--- src/rtl/pipe_hazard_ctrl.sv ---
`default_nettype none
// ============================================================================
// pipe_hazard_ctrl : stall/flush scheduler (mem wait > taken branch > load-use)
// Optional perf counters enabled by defining STALL_PERF_CNT_EN.  Revision 1.0
// ============================================================================
module pipe_hazard_ctrl #(
    parameter int REG_ADDR_W   = 5,
    parameter int MEM_TIMEOUT  = 16,
    parameter int FLUSH_CYCLES = 2
`ifdef STALL_PERF_CNT_EN
    ,
    parameter int CNT_W        = 32
`endif
) (
    input  logic                  clk,
    input  logic                  reset,
    input  logic [REG_ADDR_W-1:0] id_rs1_addr,
    input  logic                  id_rs1_used,
    input  logic [REG_ADDR_W-1:0] id_rs2_addr,
    input  logic                  id_rs2_used,
    input  logic [REG_ADDR_W-1:0] ex_rd_addr,
    input  logic                  ex_rd_we,
    input  logic                  ex_is_load,
    input  logic                  ex_branch_tkn,
    input  logic                  mem_req,
    input  logic                  mem_ready,
    output logic [4:0]            stall,
    output logic                  hold_id_ex,
    output logic                  flush_if_id,
    output logic                  mem_timeout,
    output logic [1:0]            state_o
`ifdef STALL_PERF_CNT_EN
    ,
    output logic [CNT_W-1:0]      stall_cycles,
    output logic [CNT_W-1:0]      flush_cycles
`endif
);

    localparam int                WAIT_W       = $clog2(MEM_TIMEOUT + 1);
    localparam logic [WAIT_W-1:0] C_WAIT_ONE   = WAIT_W'(1);
    localparam logic [WAIT_W-1:0] C_WAIT_MAX   = WAIT_W'(MEM_TIMEOUT);
    localparam logic [2:0]        C_FLUSH_INIT = 3'(FLUSH_CYCLES - 1);
    localparam logic [4:0]        C_STALL_MEM  = 5'b11011;
    localparam logic [4:0]        C_STALL_BR   = 5'b00100;
    localparam logic [4:0]        C_STALL_LU   = 5'b00111;

    typedef enum logic [1:0] {
        RUN      = 2'd0,
        MEM_WAIT = 2'd1,
        FLUSH    = 2'd2
    } state_t;

    state_t            state_q, state_d;
    logic [WAIT_W-1:0] wait_cnt_q, wait_cnt_d;
    logic [2:0]        flush_cnt_q, flush_cnt_d;
    logic              mem_timeout_q, mem_timeout_d;

    logic              w_load_use;
    logic              w_mem_stall;
    logic [4:0]        w_stall;
    logic              w_hold;
    logic              w_flush;

    assign w_load_use  = ex_is_load && ex_rd_we && (ex_rd_addr != '0) &&
                         ((id_rs1_used && (id_rs1_addr == ex_rd_addr)) ||
                          (id_rs2_used && (id_rs2_addr == ex_rd_addr)));
    assign w_mem_stall = mem_req && !mem_ready;

    always_comb begin
        state_d       = state_q;
        wait_cnt_d    = wait_cnt_q;
        flush_cnt_d   = flush_cnt_q;
        mem_timeout_d = mem_timeout_q;
        w_stall       = '0;
        w_hold        = 1'b0;
        w_flush       = 1'b0;

        case (state_q)
            MEM_WAIT: begin
                // EX is frozen here, so branch and load-use are not looked at.
                if (mem_ready) begin
                    state_d    = RUN;
                    wait_cnt_d = '0;
                end else if (wait_cnt_q == C_WAIT_MAX) begin
                    mem_timeout_d = 1'b1;
                    state_d       = RUN;
                    wait_cnt_d    = '0;
                end else begin
                    w_stall    = C_STALL_MEM;
                    w_hold     = 1'b1;
                    wait_cnt_d = wait_cnt_q + C_WAIT_ONE;
                end
            end

            FLUSH: begin
                // A memory wait here drops the remaining flushes; the branch already redirected.
                if (w_mem_stall) begin
                    w_stall    = C_STALL_MEM;
                    w_hold     = 1'b1;
                    state_d    = MEM_WAIT;
                    wait_cnt_d = C_WAIT_ONE;
                end else begin
                    w_flush     = 1'b1;
                    w_stall     = C_STALL_BR;
                    flush_cnt_d = flush_cnt_q - 3'd1;
                    if (flush_cnt_q == 3'd1) begin
                        state_d = RUN;
                    end
                end
            end

            default: begin
                if (w_mem_stall) begin
                    w_stall    = C_STALL_MEM;
                    w_hold     = 1'b1;
                    state_d    = MEM_WAIT;
                    wait_cnt_d = C_WAIT_ONE;
                end else if (ex_branch_tkn) begin
                    w_flush = 1'b1;
                    w_stall = C_STALL_BR;
                    if (FLUSH_CYCLES > 1) begin
                        state_d     = FLUSH;
                        flush_cnt_d = C_FLUSH_INIT;
                    end
                end else if (w_load_use) begin
                    w_stall = C_STALL_LU;
                end
                // Unused encoding behaves as RUN for one cycle, then recovers.
                if (state_q != RUN) begin
                    state_d     = RUN;
                    wait_cnt_d  = '0;
                    flush_cnt_d = '0;
                end
            end
        endcase
    end

    always_ff @(posedge clk) begin
        if (reset) begin
            state_q       <= RUN;
            wait_cnt_q    <= '0;
            flush_cnt_q   <= '0;
            mem_timeout_q <= 1'b0;
        end else begin
            state_q       <= state_d;
            wait_cnt_q    <= wait_cnt_d;
            flush_cnt_q   <= flush_cnt_d;
            mem_timeout_q <= mem_timeout_d;
        end
    end

    assign stall       = reset ? 5'b00000 : w_stall;
    assign hold_id_ex  = reset ? 1'b0 : w_hold;
    assign flush_if_id = reset ? 1'b0 : w_flush;
    assign mem_timeout = reset ? 1'b0 : mem_timeout_q;
    assign state_o     = reset ? 2'b00 : state_q;

`ifdef STALL_PERF_CNT_EN
    localparam logic [CNT_W-1:0] C_CNT_MAX = '1;
    localparam logic [CNT_W-1:0] C_CNT_ONE = CNT_W'(1);

    logic [CNT_W-1:0] stall_cycles_q, stall_cycles_d;
    logic [CNT_W-1:0] flush_cycles_q, flush_cycles_d;
    logic             w_stall_evt;

    assign w_stall_evt = (|stall[1:0]) || hold_id_ex;

    always_comb begin
        stall_cycles_d = stall_cycles_q;
        flush_cycles_d = flush_cycles_q;
        if (w_stall_evt && (stall_cycles_q != C_CNT_MAX)) begin
            stall_cycles_d = stall_cycles_q + C_CNT_ONE;
        end
        if (flush_if_id && (flush_cycles_q != C_CNT_MAX)) begin
            flush_cycles_d = flush_cycles_q + C_CNT_ONE;
        end
    end

    always_ff @(posedge clk) begin
        if (reset) begin
            stall_cycles_q <= '0;
            flush_cycles_q <= '0;
        end else begin
            stall_cycles_q <= stall_cycles_d;
            flush_cycles_q <= flush_cycles_d;
        end
    end

    assign stall_cycles = reset ? '0 : stall_cycles_q;
    assign flush_cycles = reset ? '0 : flush_cycles_q;
`endif

endmodule
`default_nettype wire
--- config.mk ---
export PLATFORM = sky130hd
export DESIGN_NAME = pipe_hazard_ctrl
export DESIGN_NICKNAME = d
export VERILOG_FILES = /design/src/rtl/pipe_hazard_ctrl.sv
export SDC_FILE = /design/constraint.sdc
export NUM_CORES = 1
export LEC_CHECK = 0
export CORE_MARGIN = 8
export CORE_UTILIZATION = 35
export CTS_BUF_LIST = sky130_fd_sc_hd__clkbuf_4
export CTS_CLUSTER_SIZE = 12
export DETAILED_ROUTE_END_ITERATION = 6
export PLACE_DENSITY = 0.73
export SYNTH_ARGS = -nofsm -noshare
export SYNTH_HDL_FRONTEND = slang
export SYNTH_SLANG_ARGS = --single-unit
--- constraint.sdc ---
create_clock -name clk -period 4.13 [get_ports clk]
set_input_delay 0.413 -clock clk [delete_from_list [all_inputs] [get_ports clk]]
set_output_delay 0.413 -clock clk [all_outputs]
set_load 0.01 [all_outputs]
==> flow_summary.toml <==
[route]
ant_nets = 0
top_layer = "met4"
drc = 0
firstDrtPassIters = 4
drtIter0Drc = 24
viasPerCell = 5.21
vias = 964
wl_per_cell_um = 14.8
wl_met2_mm = 1.27
wl_met1_mm = 1.23
wl_met3_um = 193
routed_wl_mm = 2.73

[synth]
synth_edf_count = 0
synth_area_um2 = 998
ys_async_sr_fraction = 0
syn_area_per_cell_um2 = 7.99
synth_fp_nets = 157
ys_types = 44
synth-compound-area-share = 0.193
synthAdderAreaFrac = 0.100
yosysWarnings = 0
synth_top_family_by_area = "simple AND/OR/NAND/NOR gates"
ys_seq_elements = 11
synth-simple-area-share = 0.283
ys_seq_area_frac = 0.221
synthMuxAreaShare = 0.0213
synth_top_area_cell = "dfxtp_1"
synth_top_area_frac = 0.221
synth_top_flop_cell = "dfxtp_1"
synth_cells = 125
synth_xor_area_frac = 0.0877
synthTopCellsByArea = "dfxtp_1 (22%), ha_1 (10%), xor2_1 (7.0%)"

[floorplanning]
row_count = 19
die_h_um = 69.4
fp.dieW_um = 69.4
dieArea_um2 = 4820
start_util = 0.365
io_pins = 34
coreArea_um2 = 2730

[clock_tree]
clkTransAtPathRegs_ns = 0.07
cts.path.max_buffers = 2
root_buffer = "clkbuf_4"
cts_setup_buffers = 0
cts_tree = "yes"
cts_sinks = 11
clock_latency_ns = 0.27
htree_num_levels = 1
cts_resized = 0
cts_hold_buf = 0
numCtsBuffers = 3

[sta]
setup_tns_ns = 0
clock.fmax_ghz = 0.339
period_minus_slack_ns = 2.95
finalMaxSlewViolations = 0
relSlewSlack = 0.717
fin_hold_ws_ns = 0.488
tightest_slew_ns = 0.421
finalHoldViolCount = 0
finClkSkew_ns = 0.00191
min_period_over_period = 0.714
grt_setup_unrepaired = "no"
setup_viol = 0

[grt]
grt_pass1_wl_mm = 4.77
antenna_found_initial = 0
gr-usage-all-layers = 0.116
grt_pass1_vias = 1080
grt_max_degree = 12
grt_overflow = 0

[layout]
num_antenna_cells = 0
drive_gt1_frac = 0.0649
nNetsFinal = 187
areaGrowthSynthToFinish_pct = 34.7
nFillCells = 266

[placement]
gp_congestion = 0.854
numPortBuffers = 33
post-dp-hpwl_mm = 2.22

[critical_path]
end_kind = "output port"
criticalPathCategory = "reg2out"
max_stage_delay_ns = 0.61
critPathArrivalTime_ns = 2.53
crit_chain = "inv_1, ha_1, and2b_4, nand2_1, a31o_2, o32ai_1, clkdlybuf4s50_1"
critPathRequiredTime_ns = 3.72
cp_slowest_cell = "clkdlybuf4s50_1"
path_delay_family = "buffers and inverters"
path_max_fanout = 9
crit_buf_inv = 2
startpoint_type = "register"

[pwr]
power.leakage_uw = 0.000489
powerDensity_nw_per_um2 = 362
max-vdd-ir-drop_mv = 0.218

[status]
status = "completed"

[flow_run]
cap_violations = 0

[worst_hold_path]
min_path_type = "reg2reg"
[synthesized netlist by cell type, drive strengths merged (4+ instances only)]
master / instances
a21oi: 7
buf: 7
dfxtp: 11
ha: 8
inv: 7
nand2: 10
nand3: 4
nor2: 11
nor2b: 4
xor2: 8
[final cells by class]
| type | instances | area, um^2 | share of cell area |
|---|---|---|---|
| Timing Repair Buffer | 35 | 345 | 0.257 |
| Sequential cell | 11 | 220 | 0.164 |
| Tap cell | 31 | 38.8 | 0.0288 |
| Inverter | 7 | 26.3 | 0.0195 |
| Multi-Input combinational cell | 97 | 684 | 0.509 |
| Clock buffer | 4 | 30.0 | 0.0223 |
[worst paths after layout]
check | startpoint | to | slack (ns) | cells after the start
max | state_q[1]$_SDFFE_PP0P_ | stall[0] | 1.18 | 7
min | mem_timeout_q$_SDFFE_PP0P_ | mem_timeout_q$_SDFFE_PP0P_ | 0.49 | 2
max reg2reg | state_q[1]$_SDFFE_PP0P_ | wait_cnt_q[3]$_SDFF_PP0_ | 2.21 | 6
min reg2reg | mem_timeout_q$_SDFFE_PP0P_ | mem_timeout_q$_SDFFE_PP0P_ | 0.49 | 2
[state kept, by name, indices dropped and copies added (netlist names)]
| name | count |
|---|---|
| flush_cnt_q | 3 |
| mem_timeout_q | 1 |
| state_q | 2 |
| wait_cnt_q | 5 |
[per-stage QoR]
| step | total power (uW) | setup WS, ns | area (um^2) | std cells | util |
|---|---|---|---|---|---|
| floorplan | 327 | 1.93 | 998 | 125 | - |
| global placement | 398 | 1.25 | 1320 | 181 | 0.481 |
| detailed placement | 411 | 1.20 | 1320 | 181 | 0.481 |
| CTS | 493 | 1.15 | 1350 | 185 | 0.492 |
| global route | 529 | 0.949 | 1350 | 185 | 0.492 |
| finish | 488 | 1.18 | 1350 | 185 | 0.492 |
[where the power goes]
part / internal, uW / switching [uW]
sequential: 122 / 13.4
clock: 43.9 / 37.5
combinational: 136 / 135
total: 301 / 186
[kinds of logic (layout without fill, tap and decap cells)]
family	count (synthesis)	count (layout)
compound gates	26	26
xor+xnor	10	10
fa+ha+maj	8	8
buf+inv	17	46
flops	11	11
mux	2	2
simple gates	51	51
[per-layer routing]
layer  track usage  vias to the layer above
met5             0                        -
met2         0.202                       31
met4        0.0478                        0
met1         0.124                      430
li1              -                      501
met3        0.0386                        2
[worst min-delay path: stages, from the launching register on]
cell and delay (ns):
dfxtp_1 0.33, a21oi_1 0.04, nor2_1 0.08
[layout by cell type (no fill, tap or decap), types with 3 or more instances in the layout]
cell type        count
a21oi_1              7
clkbuf_4             4
clkdlybuf4s50_1     33
dfxtp_1             11
ha_1                 8
inv_1                7
nand2_1             10
nand2b_1             3
nand3_1              4
nand3b_1             3
nor2_1              11
nor2b_1              4
o21ai_0              3
xor2_1               8
Note: power is estimated with default switching activity, not from simulation.
